File: src/rtl/pipes_pkg.sv
// Shared pipeline types: opcode constants, bypass channel and decode output records.
// Record datapaths are PIPE_XLEN wide; modules with a narrower XLEN use the low bits.
package pipes_pkg;

    localparam int PIPE_XLEN = 64;

    localparam logic [6:0] OP_LOAD   = 7'b0000011;
    localparam logic [6:0] OP_STORE  = 7'b0100011;
    localparam logic [6:0] OP_BRANCH = 7'b1100011;

    typedef struct packed {
        logic                 valid;
        logic                 ismem;
        logic [4:0]           dst;
        logic [PIPE_XLEN-1:0] data;
    } fwd_chan_t;

    typedef struct packed {
        logic                 valid;
        logic [PIPE_XLEN-1:0] pc;
        logic [31:0]          instr;
        logic [4:0]           dst;
        logic                 wr;
        logic [PIPE_XLEN-1:0] rd1;
        logic [PIPE_XLEN-1:0] rd2;
    } decode_out_t;

    // Stores and branches never write rd; x0 writes are dropped.
    function automatic logic writes_rd(input logic [31:0] instr);
        return (instr[6:0] != OP_STORE) && (instr[6:0] != OP_BRANCH) && (instr[11:7] != 5'd0);
    endfunction

endpackage

File: src/rtl/fetch_queue.sv
// Power-of-two FIFO holding fetched {pc, instr} entries; flush empties it and drops
// any push on the same edge.
module fetch_queue #(
    parameter int DEPTH = 4,
    parameter int WIDTH = 96
) (
    input  logic             clk,
    input  logic             reset,
    input  logic             flush,
    input  logic             push,
    input  logic             pop,
    input  logic [WIDTH-1:0] wdata,
    output logic [WIDTH-1:0] rdata,
    output logic             head_valid,
    output logic             full
);

    localparam int AW = $clog2(DEPTH);
    localparam int CW = AW + 1;

    logic [WIDTH-1:0] mem [DEPTH];
    logic [AW-1:0]    wr_ptr;
    logic [AW-1:0]    rd_ptr;
    logic [CW-1:0]    count;
    logic             do_push;
    logic             do_pop;

    assign full       = (count == CW'(DEPTH));
    assign head_valid = (count != '0);
    assign rdata      = mem[rd_ptr];
    assign do_push    = push && !full && !flush;
    assign do_pop     = pop && head_valid && !flush;

    // Pointers are exactly AW bits, so they wrap modulo DEPTH on their own.
    always_ff @(posedge clk or posedge reset) begin
        if (reset) begin
            wr_ptr <= '0;
            rd_ptr <= '0;
            count  <= '0;
        end else if (flush) begin
            wr_ptr <= '0;
            rd_ptr <= '0;
            count  <= '0;
        end else begin
            if (do_push) wr_ptr <= wr_ptr + 1'b1;
            if (do_pop)  rd_ptr <= rd_ptr + 1'b1;
            count <= count + CW'(do_push) - CW'(do_pop);
        end
    end

    always_ff @(posedge clk) begin
        if (do_push) mem[wr_ptr] <= wdata;
    end

endmodule

File: src/rtl/decode_fwd.sv
// Decode stage: fetch queue, operand bypass from NFWD channels (index 0 youngest),
// load-use/memory hazard stall and a single output register.
module decode_fwd
    import pipes_pkg::*;
#(
    parameter int XLEN   = 64,
    parameter int NFWD   = 3,
    parameter int QDEPTH = 4
) (
    input  logic              clk,
    input  logic              reset,
    input  logic              in_valid,
    output logic              in_ready,
    input  logic [XLEN-1:0]   in_pc,
    input  logic [31:0]       in_instr,
    input  logic              flush,
    input  logic              hold,
    input  logic [NFWD-1:0]   fwd_valid,
    input  logic [NFWD-1:0]   fwd_ismem,
    input  logic [NFWD*5-1:0] fwd_dst,
    input  logic [NFWD*XLEN-1:0] fwd_data,
    output logic [4:0]        rs1,
    output logic [4:0]        rs2,
    input  logic [XLEN-1:0]   q1,
    input  logic [XLEN-1:0]   q2,
    output logic              out_valid,
    output logic [XLEN-1:0]   out_pc,
    output logic [31:0]       out_instr,
    output logic [4:0]        out_dst,
    output logic              out_wr,
    output logic [XLEN-1:0]   out_rd1,
    output logic [XLEN-1:0]   out_rd2,
    output logic [31:0]       stall_cnt
);

    localparam int EW = XLEN + 32;

    // Handshakes: a fetch transfers on an edge with in_valid && in_ready; the output
    // register is taken downstream on an edge with out_valid && !hold, and stays put while hold=1.
    logic [EW-1:0]   head;
    logic [XLEN-1:0] head_pc;
    logic [31:0]     head_instr;
    logic            head_valid;
    logic            full;
    logic            push;
    logic            pop;
    logic            hazard;
    logic            pend1;
    logic            pend2;
    logic [PIPE_XLEN-1:0] rd1;
    logic [PIPE_XLEN-1:0] rd2;
    fwd_chan_t       chan [NFWD];
    decode_out_t     out_r;
    decode_out_t     next_out;

    assign in_ready = !full;
    assign push     = in_valid && !full && !flush;
    assign {head_pc, head_instr} = head;
    assign rs1 = head_instr[19:15];
    assign rs2 = head_instr[24:20];

    fetch_queue #(.DEPTH(QDEPTH), .WIDTH(EW)) u_fetch_queue (
        .clk        (clk),
        .reset      (reset),
        .flush      (flush),
        .push       (push),
        .pop        (pop),
        .wdata      ({in_pc, in_instr}),
        .rdata      (head),
        .head_valid (head_valid),
        .full       (full)
    );

    always_comb begin
        for (int i = 0; i < NFWD; i++) begin
            chan[i].valid = fwd_valid[i];
            chan[i].ismem = fwd_ismem[i];
            chan[i].dst   = fwd_dst[i*5 +: 5];
            chan[i].data  = PIPE_XLEN'(fwd_data[i*XLEN +: XLEN]);
        end
    end

    // Walk from oldest to youngest so the lowest-index match wins.
    always_comb begin
        rd1   = PIPE_XLEN'(q1);
        rd2   = PIPE_XLEN'(q2);
        pend1 = 1'b0;
        pend2 = 1'b0;
        for (int i = NFWD - 1; i >= 0; i--) begin
            if (chan[i].valid && chan[i].dst == rs1) begin
                rd1   = chan[i].data;
                pend1 = chan[i].ismem;
            end
            if (chan[i].valid && chan[i].dst == rs2) begin
                rd2   = chan[i].data;
                pend2 = chan[i].ismem;
            end
        end
        if (rs1 == 5'd0) begin
            rd1   = PIPE_XLEN'(q1);
            pend1 = 1'b0;
        end
        if (rs2 == 5'd0) begin
            rd2   = PIPE_XLEN'(q2);
            pend2 = 1'b0;
        end
    end

    assign hazard = pend1 || pend2 ||
                    (out_r.valid && out_r.wr &&
                     ((rs1 != 5'd0 && rs1 == out_r.dst) || (rs2 != 5'd0 && rs2 == out_r.dst)));

    assign pop = head_valid && !hazard && !hold && !flush;

    always_comb begin
        next_out       = '0;
        next_out.valid = head_valid && !hazard;
        next_out.pc    = PIPE_XLEN'(head_pc);
        next_out.instr = head_instr;
        next_out.dst   = head_instr[11:7];
        next_out.wr    = writes_rd(head_instr);
        next_out.rd1   = rd1;
        next_out.rd2   = rd2;
    end

    always_ff @(posedge clk or posedge reset) begin
        if (reset) begin
            out_r     <= '0;
            stall_cnt <= '0;
        end else begin
            if (flush)      out_r.valid <= 1'b0;
            else if (!hold) out_r       <= next_out;
            if (head_valid && hazard && !hold && !flush && stall_cnt != 32'hFFFF_FFFF)
                stall_cnt <= stall_cnt + 32'd1;
        end
    end

    assign out_valid = out_r.valid;
    assign out_pc    = out_r.pc[XLEN-1:0];
    assign out_instr = out_r.instr;
    assign out_dst   = out_r.dst;
    assign out_wr    = out_r.wr;
    assign out_rd1   = out_r.rd1[XLEN-1:0];
    assign out_rd2   = out_r.rd2[XLEN-1:0];

endmodule
File: config.mk
export PLATFORM = sky130hd
export DESIGN_NAME = decode_fwd
export DESIGN_NICKNAME = d
export VERILOG_FILES = /design/src/rtl/pipes_pkg.sv /design/src/rtl/fetch_queue.sv /design/src/rtl/decode_fwd.sv
export SDC_FILE = /design/constraint.sdc
export NUM_CORES = 1
export LEC_CHECK = 0
export ABC_AREA = 1
export ABC_CLOCK_PERIOD_IN_PS = 11700
export CAP_MARGIN = 10
export CELL_PAD_IN_SITES_DETAIL_PLACEMENT = 1
export CELL_PAD_IN_SITES_GLOBAL_PLACEMENT = 1
export CORE_MARGIN = 2
export CORE_UTILIZATION = 38
export CTS_CLUSTER_DIAMETER = 150
export DETAILED_ROUTE_END_ITERATION = 6
export GPL_TIMING_DRIVEN = 0
export PLACE_DENSITY = 0.78
export SLEW_MARGIN = 40
export SYNTH_ARGS = -nofsm -noshare
export SYNTH_HDL_FRONTEND = slang
export SYNTH_SLANG_ARGS = --single-unit
File: constraint.sdc
create_clock -name clk -period 11.7 [get_ports clk]
set_clock_uncertainty 0.2 [all_clocks]
set_input_delay 2.925 -clock clk [delete_from_list [all_inputs] [get_ports clk]]
set_output_delay 2.925 -clock clk [all_outputs]
set_load 0.02 [all_outputs]
==> out/results.txt <==
status: complete, no violations
hold path endpoint: out_rd1[27]$_DFFE_PP0P_
hold_buf cts: 0
die width: 290 µm
Synth cell types: 42
min cycle time layout: 5.90 ns
CP max FO: 10
DRT antenna net count: 0
half-perimeter wire length after detailed placement: 113 mm
CTS Root Cell: clkbuf_16
fmax: 169 MHz
Synth area leader: edfxtp_1
IO Pins: 716
Final Hold Viols: 0
CTS tree: done
leading post-synthesis cells by cell area: edfxtp_1 (37%), dfrtp_1 (21%), nand2_1 (9.9%)
Post-synth top flop: edfxtp_1
clock tree sinks: 649
Final Cell Area: 0.0429 mm²
worst slew margin relative to its limit: 0.445
global-route wire length before repair: 211 mm
clk_lat worst skew: 0.66 ns
HP Class: register to register
Initial Utilization: 0.385
max-cap violations: 0
total iterations of the first detailed-routing run: 7
total number of vias: 29900
Worst-Margin Slew: 0.833 ns
Mapped Cells: 3388
sequential share of the synthesized area: 0.585
flop2flop setup slack: 7.54 ns
Setup crit start kind: register
placed cell area: 0.0403 mm²
worst setup path category: register to output port
warnings from Yosys: 0
area grow syn2layout: 38.3%
synthesized area per cell: 9.16 µm²
RSZ-0062 raised after global routing: no
vias per cell: 5.55
DR WL/cell: 27.6 µm
Multi-input gate area: 0.0115 mm²
Hold Path Cell Cnt: 2
CTS clk-pin slew, worst paths: 0.06 ns
Synth Cell Area: 0.0310 mm²
Slew Limit Fails: 0
clock buffer depth: 3
port bufs: 715
Tcrit/Tclk final: 0.505
vias in the first global route: 30800
P_leak: 16.8 nW
antenna violations before repair: 75
DRC violations left: 0
Min-Delay Startpoint: out_rd1[27]$_DFFE_PP0P_
GP Congestion: 1.01
Setup-failing EPs final: 0
worst endpoint data arrival time: 2.78 ns
Worst setup EP type: output port
Pwr Density: 169 mW/mm²
#FFs+latches synth: 649
worst reg-to-reg path cell count: 21
Layout Utilization: 0.532
layout cell share with drive strength beyond 1: 0.0639
FILL cells: 9149
synth cell count leaders: nand2_1 (818), nor2_1 (510), edfxtp_1 (384)
post_cts resized: 0
H-tree levels: 3
cell row count: 104
die height: 290 µm
critical path required time: 8.58 ns
ys async rst share: 0.408
largest vdd supply drop: 0.000137 V
share of the synthesized area in the top cell type: 0.372
area of the core: 0.0807 mm²
Critical R2R Launch: u_fetch_queue.rd_ptr[0]$_DFFE_PP0P_
grt total ovfl: 0
die area: 0.0839 mm²
Tot Pwr: 0.00727 W
pin count of the biggest net entering global routing: 68
Post-Route WL: 149 mm
most frequent cell after synthesis: nand2_1
worst r2r dst: u_fetch_queue.count[2]$_DFF_PP0_
GRT Total Usage: 0.346
Post-synth EDFFs: 384
final net count: 4661
CTS buffer count: 74
iteration-0 DRC count of the detailed router: 2387
Syn Nets: 3838
Reg area: 0.0182 mm²
Post-CTS Setup Bufs: 0
-- area by class of cell --
cell class                      count  share of cell area
Sequential cell                   649               0.423
Multi-Input combinational cell   2419               0.267
Timing Repair Buffer              747               0.184
Clock buffer                      104              0.0483
Tap cell                         1060              0.0309
Buffer                            249              0.0272
Clock inverter                     33             0.00869
Inverter                           71             0.00639
Antenna cell                       68             0.00397
-- power by group --
part	switching [W]	internal [W]
clock	0.00102	0.00133
sequential	0.000179	0.00270
combinational	0.00123	0.000810
-- routing by layer --
layer | track usage | share of wire
met5 | 0 | 0.0014
met4 | 0.198 | 0.058
met3 | 0.0980 | 0.086
met2 | 0.582 | 0.49
met1 | 0.395 | 0.37
-- sequential cells by signal, summed over array words and instances, names as in the netlist --
| name | cells |
|---|---|
| out_instr | 32 |
| out_pc | 64 |
| out_rd1 | 64 |
| out_rd2 | 64 |
| out_valid | 1 |
| out_wr | 1 |
| stall_cnt | 32 |
| u_fetch_queue.count | 3 |
| u_fetch_queue.mem | 384 |
| u_fetch_queue.rd_ptr | 2 |
| u_fetch_queue.wr_ptr | 2 |
-- through the flow --
stage	worst slack [ns]	hold WS [ns]	std cells	setup TNS, ns
finish	5.80	0.277	5400	0
global route	5.61	0.303	5383	0
CTS	5.76	0.282	5332	0
detailed placement	5.21	0.266	5195	0
global placement	-3.75	0.262	5163	-1093.33
floorplan	1.28	0.306	3388	0
-- how the worst max path moves through the flow --
stage / startpoint / end / depth (start not counted)
finish: u_fetch_queue.rd_ptr[0]$_DFFE_PP0P_ / rs1[1] / 9
global placement: reset / out_rd1[46]$_DFFE_PP0P_ / 2
detailed placement: fwd_dst[13] / u_fetch_queue.count[2]$_DFF_PP0_ / 18
global route: fwd_dst[13] / u_fetch_queue.count[2]$_DFF_PP0_ / 18
floorplan: reset / out_instr[0]$_DFFE_PP0P_ / 1
CTS: u_fetch_queue.rd_ptr[0]$_DFFE_PP0P_ / rs1[3] / 8
-- cells in the final DEF (no fill, tap or decap), types with 12 or more instances in the layout --
cell type / instances
o211ai_1: 129
buf_8: 12
edfxtp_1: 384
nor3_1: 26
buf_4: 26
o21ai_0: 315
clkbuf_16: 74
a21oi_1: 144
clkinv_2: 16
nor2_1: 506
nand2_1: 818
a21o_1: 64
nand3_1: 172
clkbuf_1: 146
a31oi_1: 75
dfrtp_1: 265
inv_1: 62
o21ai_1: 61
buf_16: 21
clkdlybuf4s50_1: 715
buf_1: 32
diode_2: 68
xor2_1: 33
buf_2: 49
-- logic make-up after synthesis --
group                    after synthesis  share of synthesized area
flip-flops                           649                      0.585
AO/OA/AOI/OAI                        804                      0.150
XOR/XNOR                              42                     0.0123
AND/OR/NAND/NOR                     1565                      0.202
buffers and inverters                320                     0.0459
adder cells (fa/ha/maj)                8                    0.00347
-- critical path, cell delays in order, from the launching register on --
cell and delay (ns):
dfrtp_1 0.48, inv_2 0.14, buf_6 0.16, buf_6 0.16, nand2_1 0.06, nand3_1 0.11
nand2_2 0.16, inv_2 0.16, buf_4 0.12, clkdlybuf4s50_1 0.59
(Power assumes the default switching activity.)
